==> config.mk <==
export PLATFORM = sky130hd
export DESIGN_NAME = key_expand_ctrl
export DESIGN_NICKNAME = d
export VERILOG_FILES = /design/src/rtl/key_expand_ctrl.sv
export SDC_FILE = /design/constraint.sdc
export NUM_CORES = 2
export LEC_CHECK = 0
export CAP_MARGIN = 30
export CORE_ASPECT_RATIO = 0.5
export CORE_MARGIN = 2
export CORE_UTILIZATION = 30
export CTS_CLUSTER_SIZE = 30
export DETAILED_ROUTE_END_ITERATION = 16
export GPL_TIMING_DRIVEN = 0
export HOLD_SLACK_MARGIN = 0.12
export SYNTH_ARGS = -nofsm -noshare
export SYNTH_HDL_FRONTEND = slang
export SYNTH_SLANG_ARGS = --single-unit
==> constraint.sdc <==
create_clock -name clk -period 2.16 [get_ports clk]
set_input_delay 0.648 -clock clk [delete_from_list [all_inputs] [get_ports clk]]
set_output_delay 0.648 -clock clk [all_outputs]
set_load 0.02 [all_outputs]
==> src/rtl/key_expand_ctrl.sv <==
`default_nettype none
// +--------------------------------------------------------------------------+
// | Module      : key_expand_ctrl                                            |
// | Description : Sequences a one-round KeySchedule stage NR times to expand |
// |               an AES-128 key and serves round keys from a register file. |
// | Revision    : 1.0 - initial release                                      |
// +--------------------------------------------------------------------------+
module key_expand_ctrl #(
  parameter int NR = 10,
  parameter int AW = 4
) (
  input  logic          clk,
  input  logic          rst_n,
  input  logic [127:0]  key_in,
  input  logic          key_valid,
  output logic          key_ready,
  output logic [127:0]  ks_key,
  output logic [3:0]    ks_rnum,
  output logic          ks_valid_in,
  output logic          ks_key_len,
  input  logic [127:0]  ks_out_key,
  input  logic          ks_valid_out,
  output logic          keys_valid,
  output logic          busy,
  input  logic [AW-1:0] rk_addr,
  output logic [127:0]  rk_data
);

  typedef enum logic [1:0] {
    IDLE   = 2'd0,
    EXPAND = 2'd1,
    DONE   = 2'd2
  } stateT;

  stateT        r_state;
  stateT        w_nextState;
  logic [127:0] r_curKey;
  logic [3:0]   r_rnum;
  logic [127:0] r_rk [0:NR];
  logic         w_accept;
  logic         w_capture;
  logic         w_lastRound;

  assign w_accept    = key_valid && key_ready;
  assign w_capture   = (r_state == EXPAND) && ks_valid_out;
  assign w_lastRound = (r_rnum == 4'(NR));
  assign ks_key_len  = 1'b0;

  always_ff @(posedge clk or negedge rst_n) begin
    if (!rst_n) begin
      r_state <= IDLE;
    end else begin
      r_state <= w_nextState;
    end
  end

  // Stage-facing outputs are forced to zero outside EXPAND so stale round
  // state never leaks onto the KeySchedule inputs.
  always_comb begin
    w_nextState = r_state;
    key_ready   = 1'b0;
    busy        = 1'b0;
    keys_valid  = 1'b0;
    ks_valid_in = 1'b0;
    ks_key      = '0;
    ks_rnum     = '0;
    case (r_state)
      IDLE: begin
        key_ready = 1'b1;
        if (key_valid) w_nextState = EXPAND;
      end
      EXPAND: begin
        busy        = 1'b1;
        ks_valid_in = 1'b1;
        ks_key      = r_curKey;
        ks_rnum     = r_rnum;
        if (ks_valid_out && w_lastRound) w_nextState = DONE;
      end
      DONE: begin
        key_ready  = 1'b1;
        keys_valid = 1'b1;
        if (key_valid) w_nextState = EXPAND;
      end
      default: w_nextState = IDLE;
    endcase
  end

  // The final capture leaves the round counter at NR rather than wrapping.
  always_ff @(posedge clk or negedge rst_n) begin
    if (!rst_n) begin
      r_curKey <= '0;
      r_rnum   <= '0;
      for (int i = 0; i <= NR; i++) r_rk[i] <= '0;
    end else if (w_accept) begin
      r_rk[0]  <= key_in;
      r_curKey <= key_in;
      r_rnum   <= 4'd1;
    end else if (w_capture) begin
      r_rk[r_rnum] <= ks_out_key;
      r_curKey     <= ks_out_key;
      if (!w_lastRound) r_rnum <= r_rnum + 4'd1;
    end
  end

  always_ff @(posedge clk or negedge rst_n) begin
    if (!rst_n) begin
      rk_data <= '0;
    end else if (int'(rk_addr) <= NR) begin
      rk_data <= r_rk[rk_addr];
    end else begin
      rk_data <= '0;
    end
  end

endmodule
`default_nettype wire

Yosys cells after proc, flatten, opt, wreduce, memory -nomap -nowiden
Index checks and enable logic that the tools add are counted.

Memory bits (writable): 0. Memories: 0. Latch bits: 0. Input bits: 264. Register bits after elaboration: 1670. Bits in read-only memories: 0.

Multipliers: 0. Divide/modulo/power cells: 0. Bitwise gates (word level): 3. Shifts and indexed selects: 0. Magnitude comparators: 4. Add/subtract/negate cells: 1. Mux-type cells: 22. Reductions and logical operators: 10. Eq/ne operators: 6.

Operators by type and width (number): $bwmux 1408 (1); $mux 1408 (1); $mux 128 (8); $bmux 128 s4 (1); $demux 128 s4 (1); $mux 4 (4); $ge 5x5->1 const B (2); $not 4->5 (2); $reduce_and 2->1 (3); $lt 5x1->1 const B (1); $add 4x1->4 const B (1); $eq 4x4->1 const B (1); $le 4x4->1 const B (1); $logic_and 1x1->1 (4); $mux 2 (2); $ne 2x1->1 const B (2); $pmux 2 s2 (1); $mux 1 (3); $eq 2x1->1 const B (1); $eq 2x2->1 const B (1); $logic_not 2->1 (1); $ne 2x2->1 const B (1); $reduce_bool 2->1 (1); $reduce_or 2->1 (1); $not 1->1 (1).

Depth between registers and ports, before layout
Word-level depth: 8. Depth in mapped cells: 7.

Worst setup path after synthesis
Ideal clock, no wire load.

Path kind: input to register. From: input rk_addr[0]. To: register rk_data[100]. Stages on the path: 6. Library setup time: 121 ps. Path buffers: 3. Data arrival time: 2010 ps. Setup slack: 29 ps. Cell sequence: buf_4 buf_4 buf_4 mux4_2 nand2b_1 a22o_1.

Word-level cells in the longest chain between the ends: 5.

RTL lines: start: declaration (line 25) `input logic [AW-1:0] rk_addr,`; $not 4->5 (not written as such) (line 109) `rk_data <= r_rk[rk_addr];`; $bmux 128 s4 (line 109); $mux 128 (not written as such) (2 in a row) (line 109); $mux 128 (*) (line 108) `end else if (int'(rk_addr) <= NR) begin`; end signal: assignment (line 109); end: declaration (line 26) `output logic [127:0] rk_data`.

Mark *: on every way between the ends. The rest lies on a longest branch, timed or not. The select of a mux whose other input is x is not followed. A chain may end at the register's enable or synchronous reset.

Worst setup path in the final report
From: register r_state[1]. To: output ks_key[19].

Word-level cells in the longest chain between the ends: 2.

RTL lines: start: declaration (line 35) `stateT r_state;`; start signal: assignment (line 53) `r_state <= w_nextState;`; $eq 2x1->1 (line 67) `case (r_state)`; $mux 128 (line 67); end: declaration (line 17) `output logic [127:0] ks_key,`.

Every way passes these cells.

==> results.md <==
* Fmax at ~0.34 GHz
* Ranking of synthesized cells by area: dfrtp_1 (55%), mux2_1 (19%), mux2i_1 (5.1%), mux4_2 (3.8%), clkbuf_1 (1.7%)
* Final min period at around 2900 ps
* Die area at roughly 260000 um^2
* I/O Buffers at 525
* Initial Utilization at 0.3010
* First-pass GRT wire length at 349.1 mm
* Routed Antenna Nets at 0
* Vias per cell at 5.143
* Area growth, synth to finish at 31.26%
* # setup viols final at 1720
* # clock sinks at around 1700
* Reg-to-reg startpoint: r_state[1]
* Reg-to-reg endpoint: r_rk[30]
* CTS Root Cell: clkbuf_16
* RSZ-0062 raised after global routing: yes
* Mean Syn Cell Area at between 10 and 15 um^2
* Worst EP arrival at 2300 ps
* Synth Net Count at 5782
* Worst EP required at 1510 ps
* Register area share after synthesis at 0.5539
* Final WL at 255.4 mm
* Max Root-Sink Buffers at 3
* Failing checks: negative hold slack, negative setup slack
* Num CTS Buffers at ~170
* Hold Crit Class: in2async
* Top-Level Pins at 529
* Ys Warns at 0
* Final hold violation count at 104
* Library cells used by synthesis at 43
* Layout Skew at between 20 and 30 ps
* EDFF count, synth at 0
* Worst-Skew Late Latency at slightly above 800 ps
* Status: finished with violations
* Drt wl/cell at roughly 26 um
* Max incr delay on CP at 410 ps
* Metal3 WL at approximately 12 mm
* Maximum capacitance violations at 0
* Slowest CP cell: dfrtp_1
* DIE HEIGHT at 358.6 um
* Reg clk slew, reported paths at 60 ps
* Share of the synthesized area in the top cell type at 0.5539
* Finished Layout Cells at 9921
* Reg2Reg Setup Slack at -460 ps
* RePlAce Congestion at 0.8575
* DRC at 0
* Die Wd at 713.2 um
* Power Density at around 1300 nW/um^2
* Fin nets at ~6700
* Crit path kind: reg2out
* Pre-antenna DRT Iters at 6
* Met2 wire length at between 100 and 150 mm
* First DRT Iteration DRCs at 4087
* Final slew viol count at 0
* Placed cells at 9420
* Antenna violations before repair at 31
* Cell family with most CP delay: buffers and inverters
* Standard-cell row count at 130
* GRT Total Usage at 0.1821
* CP max FO at 6
* Design area at 99040 um^2
* Ys async rst share at 1.000
* Hold_ws at -63.81 ps
* Most frequent cell after synthesis: dfrtp_1
* Vias in the first global route at 51720
* Most common library cells after synthesis: dfrtp_1 (1670), mux2_1 (1280), mux2i_1 (384)
* Crit-path cells: buf_12, clkbuf_16, clkbuf_16, nor3_4, buf_6
* Most used cell, CP: clkbuf_16
* WL met1 at 105.1 mm
* Mapped Area at 75450 um^2
* Vias at 51030
* Post-Place Cell Area at 85350 um^2
* Slew @ Worst Pin at 940.7 ps
* Share of post-route cells with drive strength above 1 at 0.2434
* Max_slew headroom at 0.3728
* Hpwl dp at 167.6 mm
* Synth area leader: dfrtp_1
* Final worst path period share at 1.363
* GRT overflow at 0
* Crit path setup slack, layout at -783.8 ps
* Startpoint types: flop
* Core area at 250700 um^2
* Synth Instances at 5514
* Max IR drop VDD at 0.8546 mV
* Yosys reg bits at 1670
* # H-tree levels at 4
* CTS tree: built
* Critical Path Sink Type: output port
* WP buf/inv at 4
* Leak at 44.62 nW
* Most used flip-flop cell after synthesis: dfrtp_1
* FF-to-FF path depth at 12
* Largest net degree at the start of global routing at 166
* Max Used Layer: met5
* Overall power at 130.2 mW
cells in the final DEF, fill, tap and decap left out, drive strengths merged, types with 2 or more instances in the layout:
cell type / n
a21oi: 3
clkinvlp: 4
o2bb2ai: 128
inv: 139
o21ai: 5
nand2: 258
ha: 4
nor2b: 6
clkbuf: 660
clkdlybuf4s50: 388
mux4: 128
clkinv: 40
and2: 3
dfrtp: 1670
a22o: 128
bufinv: 10
nand2b: 130
a221oi: 128
o311ai: 127
nand3b: 2
buf: 501
nand3: 5
a211oi: 2
dlygate4sd3: 2
and3: 2
nor3: 130
a21o: 2
and4b: 2
a2bb2oi: 127
and3b: 2
or3: 3
o22ai: 127
mux2i: 384
diode: 14
mux2: 1280
nor2: 3
power by group:
part	total (mW)	internal [mW]	leakage (nW)	switching [mW]
registers	52.4	45.2	20.9	7.15
logic	47.6	25.3	21.0	22.3
clock network	30.2	17.1	2.78	13.1
total	130	87.7	44.6	42.5
per-layer routing:
metal  global-route usage  vias up
li1                     -    22180
met3              0.02563      456
met2               0.3154     1359
met1               0.2253    27020
met4              0.08782       12
met5                    0        -
how the worst max path moves through the flow:
stage | startpoint | to | slack (ps) | depth (start not counted)
4_1_cts | r_state[0] | ks_key[22] | -800 | 6
2_1_floorplan | rk_addr[0] | rk_data[100] | 30 | 6
6_report | r_state[1] | ks_key[19] | -780 | 5
5_1_grt | r_state[0] | ks_key[68] | -840 | 6
3_5_place_dp | key_valid | r_curKey[84] | -2270 | 8
3_3_place_gp | rst_n | rk_data[67] | -78350 | 1
sequential cells by signal, indices dropped and copies added (netlist names):
signal / count
r_rk: 1408
r_curKey: 128
rk_data: 128
r_rnum: 4
r_state: 2
final cells by class:
class,count,area (um^2)
Antenna cell,14,35.03
Buffer,583,4654
Clock buffer,245,4926
Clock inverter,60,703.2
Fill cell,23240,151600
Inverter,133,503.0
Multi-Input combinational cell,3126,33030
Sequential cell,1670,41790
Tap cell,3366,4212
Timing Repair Buffer,724,9189
cells by family after synthesis:
kind of cell	count (synthesis)	share of synthesized area
buffers and inverters	718	0.04408
DFF	1670	0.5539
and+or+nand+nor	551	0.03554
other	1	0.00004970
AOI/OAI and AO/OA	778	0.08565
muxes	1792	0.2802
adders and majority gates	4	0.0006633
what timing repair did:
item,4_1_cts,5_1_grt
gates cloned,15,83
hold buffers,3,1
setup endpoints to repair,2308,2436
pin swaps,26,49
buffers inserted,32,50
resized for setup,1172,1006
endpoints found under the hold margin,58,217
per-stage QoR:
step | TNS [ps] | utilization | setup slack [ps]
2_1_floorplan | 0 | - | 29.05
3_3_place_gp | - | 0.3388 | -78350
3_5_place_dp | -2706760 | 0.3405 | -2265
4_1_cts | -742140 | 0.3710 | -795.0
5_1_grt | -453500 | 0.3951 | -843.7
6_report | -399600 | 0.3951 | -783.8
Power figures use the tool's default switching activity.
